===== config.mk =====
export PLATFORM = sky130hd
export DESIGN_NAME = rsa_key_gen
export DESIGN_NICKNAME = d
export VERILOG_FILES = /design/src/rtl/rsa_key_gen.sv
export SDC_FILE = /design/constraint.sdc
export NUM_CORES = 1
export LEC_CHECK = 0
export BUFFER_PORTS_ARGS = -buffer_cell sky130_fd_sc_hd__buf_2
export CAP_MARGIN = 20
export CORE_ASPECT_RATIO = 1.4
export CORE_UTILIZATION = 57
export DETAILED_ROUTE_END_ITERATION = 6
export GPL_ROUTABILITY_DRIVEN = 0
export GPL_TIMING_DRIVEN = 1
export PLACE_DENSITY = 0.74
export RECOVER_POWER = 50
export SLEW_MARGIN = 20
export SYNTH_ARGS = -nofsm -noshare
export SYNTH_HDL_FRONTEND = slang
export SYNTH_SLANG_ARGS = --single-unit

===== constraint.sdc =====
create_clock -name clk -period 32.2 [get_ports clk]
set_clock_uncertainty 0.05 [all_clocks]
set_input_delay 6.44 -clock clk [delete_from_list [all_inputs] [get_ports clk]]
set_output_delay 6.44 -clock clk [all_outputs]
set_load 0.02 [all_outputs]

===== src/rtl/rsa_key_gen.sv =====
// Sequential small-prime RSA key generator: n, phi, smallest coprime odd e, and d = e^-1 mod phi.
// Optional KEYGEN_ERR_EN adds an error flag raised with finish whenever no key could be formed (e=0).
module rsa_key_gen (
  input  logic        clk,
  input  logic        rst_n,
  input  logic        start,
  input  logic [7:0]  p,
  input  logic [7:0]  q,
  output logic [7:0]  e,
  output logic [15:0] d,
  output logic [15:0] n,
  output logic        finish
`ifdef KEYGEN_ERR_EN
  ,
  output logic        error
`endif
);

  typedef enum logic [2:0] {IDLE, MUL, GCD, INV, DONE} state_t;

  state_t      state;
  logic [7:0]  p_r, q_r;
  logic [15:0] phi, ga, gb, acc, emod, dcnt;
  logic [8:0]  cand;

  logic [7:0]  p1, q1;
  logic [15:0] phi_c, rem, emod_c, acc_nx;
  logic [16:0] sum;
  logic [8:0]  cand_nx;
  logic        degen;

  always_comb begin
    p1      = p_r - 8'd1;
    q1      = q_r - 8'd1;
    phi_c   = {8'd0, p1} * {8'd0, q1};
    degen   = (p_r == 8'd0) || (q_r == 8'd0) || (phi_c < 16'd3);
    rem     = (gb == 16'd0) ? 16'd0 : ga % gb;
    cand_nx = cand + 9'd2;
    emod_c  = (phi == 16'd0) ? 16'd0 : {7'd0, cand} % phi;
    // acc and emod are both < phi, so one conditional subtract keeps the sum reduced
    sum     = {1'b0, acc} + {1'b0, emod};
    acc_nx  = (sum >= {1'b0, phi}) ? 16'(sum - {1'b0, phi}) : sum[15:0];
  end

  always_ff @(posedge clk or negedge rst_n) begin
    if (!rst_n) begin
      state  <= IDLE;
      e      <= '0;
      d      <= '0;
      n      <= '0;
      finish <= 1'b0;
      p_r    <= '0;
      q_r    <= '0;
      phi    <= '0;
      ga     <= '0;
      gb     <= '0;
      acc    <= '0;
      emod   <= '0;
      dcnt   <= '0;
      cand   <= '0;
    end else begin
      finish <= 1'b0;
      case (state)
        IDLE: if (start) begin
          p_r   <= p;
          q_r   <= q;
          state <= MUL;
        end
        MUL: begin
          n   <= {8'd0, p_r} * {8'd0, q_r};
          phi <= phi_c;
          if (degen) begin
            e      <= '0;
            d      <= '0;
            finish <= 1'b1;
            state  <= DONE;
          end else begin
            ga    <= phi_c;
            gb    <= 16'd3;
            cand  <= 9'd3;
            state <= GCD;
          end
        end
        GCD: begin
          if (gb != 16'd0) begin
            ga <= gb;
            gb <= rem;
          end else if (ga == 16'd1) begin
            acc   <= emod_c;
            emod  <= emod_c;
            dcnt  <= 16'd1;
            state <= INV;
          end else if (cand_nx > 9'd255) begin
            e      <= '0;
            d      <= '0;
            finish <= 1'b1;
            state  <= DONE;
          end else begin
            cand <= cand_nx;
            ga   <= phi;
            gb   <= {7'd0, cand_nx};
          end
        end
        INV: begin
          if (acc == 16'd1) begin
            e      <= cand[7:0];
            d      <= dcnt;
            finish <= 1'b1;
            state  <= DONE;
          end else begin
            acc  <= acc_nx;
            dcnt <= dcnt + 16'd1;
          end
        end
        DONE:    state <= IDLE;
        default: state <= IDLE;
      endcase
    end
  end

`ifdef KEYGEN_ERR_EN
  logic fail_c;
  assign fail_c = ((state == MUL) && degen) ||
                  ((state == GCD) && (gb == 16'd0) && (ga != 16'd1) && (cand_nx > 9'd255));

  always_ff @(posedge clk or negedge rst_n) begin
    if (!rst_n)                      error <= 1'b0;
    else if (state == IDLE && start) error <= 1'b0;
    else if (fail_c)                 error <= 1'b1;
  end
`endif

endmodule


==> flow_metrics.tcl <==
set metrics [dict create \
    ff2ff_setup_slack_ns 2.00 \
    path_class "register to register" \
    die_area_um2 49300 \
    drv_slew 151 \
    clockBufferDepth 2 \
    r2r_start "gb[4]$_DFFE_PN0P_" \
    vias 27100 \
    synth_edf_count 0 \
    violations "capacitance limit, slew limit" \
    met2_usage_pct 57.4 \
    final_nets 4059 \
    rows 95 \
    crit_fanout 24 \
    synth-main-ff-cell "dfrtp_1" \
    grt_use_met3_pct 3.75 \
    netlist_area_um2 27600 \
    dpl_cell_area_um2 28500 \
    seqCellArea_um2 4130 \
    dieWidth_um 188 \
    cts.clk_slew.worst_paths_ns 0.07 \
    initial_core_util_pct 57.6 \
    grt_pass1_wl_um 132000 \
    holdBufCountCts 0 \
    drtIter0Drc 1927 \
    startpoint "gb[4]$_DFFE_PN0P_" \
    grt_overflow 0 \
    grt_pass1_vias 26200 \
    synth_cell_types 98 \
    hold_viol 0 \
    grt.busiest_layer "met2" \
    worstPathArrival_ns 30.46 \
    core-area_um2 47900 \
    postRouteWirelength_um 81400 \
    synth_area_leaders "ha_1 17%, dfrtp_1 15%, fa_1 5.5%" \
    drive_above_1_share_pct 5.90 \
    hp-class "register to register" \
    holdPathStages 2 \
    cts_buffers 17 \
    cts-htree-levels 4 \
    netlist_instances 3583 \
    design_area_um2 29100 \
    wl_per_cell_um 19.3 \
    crit_required_ns 32.46 \
    cts_root_buf "clkbuf_16" \
    grt.total_usage_pct 32.8 \
    cp_slowest_cell "or4_1" \
    period_share_pct 93.8 \
    r2r_cells 125 \
    layout.cells.non_filler 4224 \
    tightest_slew_ns 5.36 \
    yosys_warnings 0 \
    relSlewSlack_pct -257 \
    setup_violations 0 \
    areaGrowthSynthToFinish_pct 5.60 \
    boundaryPins 60 \
    clk-insertion-delay-late_ns 0.46 \
    dp.cells 4189 \
    dieHeight_um 262 \
    avgSynthCellArea_um2 7.70 \
    postSynth.asyncResetShare_pct 100 \
    ys_ff_latch 165 \
    min_from "n[5]$_DFFE_PN0P_" \
    port_buffers 59 \
    multi_input_area_um2 22200 \
    startpoint_type "register" \
    drc_errors 0 \
    layout_min_cycle_time_ns 30.20 \
    final.setup.tns_ns 0 \
    fmax_ghz 0.0331 \
    grt_max_degree 97 \
    final_common_cell "ha_1" \
    cts_tree "done" \
    crit_top_cell "ha_1" \
    seq_area_frac_synth_pct 15.0 \
    cts_sinks 165 \
    hold_path_end "n[5]$_DFFE_PN0P_" \
    vias_per_cell 6.41 \
    end_kind "register" \
    final_antenna_net_count 0 \
    dr.pass1.iters 6 \
    mostFrequentLayoutCells "384 x ha_1, 350 x nand2_1, 319 x nor2_1" \
    slowest_delay_ns 0.58 \
    grt_antenna_before_repair 1 \
    synth_area_leader_cell "ha_1" \
    use_met1_pct 37.6 \
    maxCapViolations 2 \
    worst_r2r_endpoint "gb[6]$_DFFE_PN0P_" \
    place_hpwl_um 64000 \
    status "finished, violations left" \
    synth_top_area_share_pct 17.4 \
    fillers 4407 \
]
[worst max-delay path, delay by kind of cell (launching register included)]
| kind | cells | cell delay [ns] |
|---|---|---|
| compound gates | 64 | 14.71 |
| simple gates | 35 | 7.68 |
| fa+ha+maj | 15 | 4.52 |
| buf+inv | 8 | 1.53 |
| mux | 3 | 1.05 |
| flops | 1 | 0.48 |
[cells by family (layout without fill, tap and decap cells)]
kind of cell | count (synthesis) | in the layout | synth area share, %
simple gates | 1239 | 1239 | 21.5
compound gates | 1026 | 1026 | 24.8
fa+ha+maj | 460 | 460 | 22.9
buf+inv | 377 | 381 | 5.17
xor+xnor | 219 | 219 | 6.95
flops | 165 | 165 | 15.0
mux | 96 | 96 | 3.73
other cells | 1 | 8 | 0.0136
[timing repair]
action / 4_1_cts / 5_1_grt
buffers inserted: 0 / 1
gates resized for setup: 0 / 15
setup endpoints to repair: 0 / 16
[through the flow]
| stage | hold WS (ns) | setup slack [ns] | util, % |
|---|---|---|---|
| floorplan | 0.400 | 4.52 | - |
| global placement | 0.408 | 1.69 | 59.6 |
| detailed placement | 0.415 | 0.824 | 59.6 |
| CTS | 0.431 | 0.704 | 60.7 |
| global route | 0.458 | -0.0503 | 60.9 |
| finish | 0.432 | 2.00 | 60.9 |
[how the worst max path moves through the flow]
stage	end	slack, ns	cells after the start
finish	gb[6]$_DFFE_PN0P_	2.00	125
global route	gb[6]$_DFFE_PN0P_	-0.05	122
CTS	gb[6]$_DFFE_PN0P_	0.70	121
detailed placement	gb[6]$_DFFE_PN0P_	0.82	121
global placement	gb[6]$_DFFE_PN0P_	1.69	120
floorplan	gb[10]$_DFFE_PN0P_	4.52	122
[cells in the mapped netlist, drive strengths merged (44+ instances only)]
cell      n
o21ai   228
fa       76
a21o     98
inv     255
ha      384
nand3    95
nor2    321
a21oi   230
o211ai   44
a31oi    47
nand2   350
mux2     54
xnor2   122
nor3    116
xor2     97
clkbuf  111
o21a     85
dfrtp   165
and2     54
[per-layer routing]
metal	routed length [µm]	vias up
met3	4010	320
met5	0	-
met2	39700	903
met1	32300	12800
li1	-	13000
met4	5400	0
[cell type report]
type,instances,area share [%]
Clock buffer,18,1.51
Inverter,255,3.28
Timing Repair Buffer,94,1.77
Sequential cell,165,14.2
Multi-Input combinational cell,3047,76.1
Clock inverter,14,0.429
Tap cell,630,2.70
Antenna cell,1,0.00858
[flip-flops by register name, summed over array words and instances, names as in the netlist]
name,flops
n,16
emod,16
gb,16
ga,16
p_r,8
e,8
phi,16
dcnt,16
q_r,8
acc,16
finish,1
cand,9
d,16
state,3
Power is not shown: default switching activity piles up to over one toggle a cycle in this logic, so the estimate is an artifact.
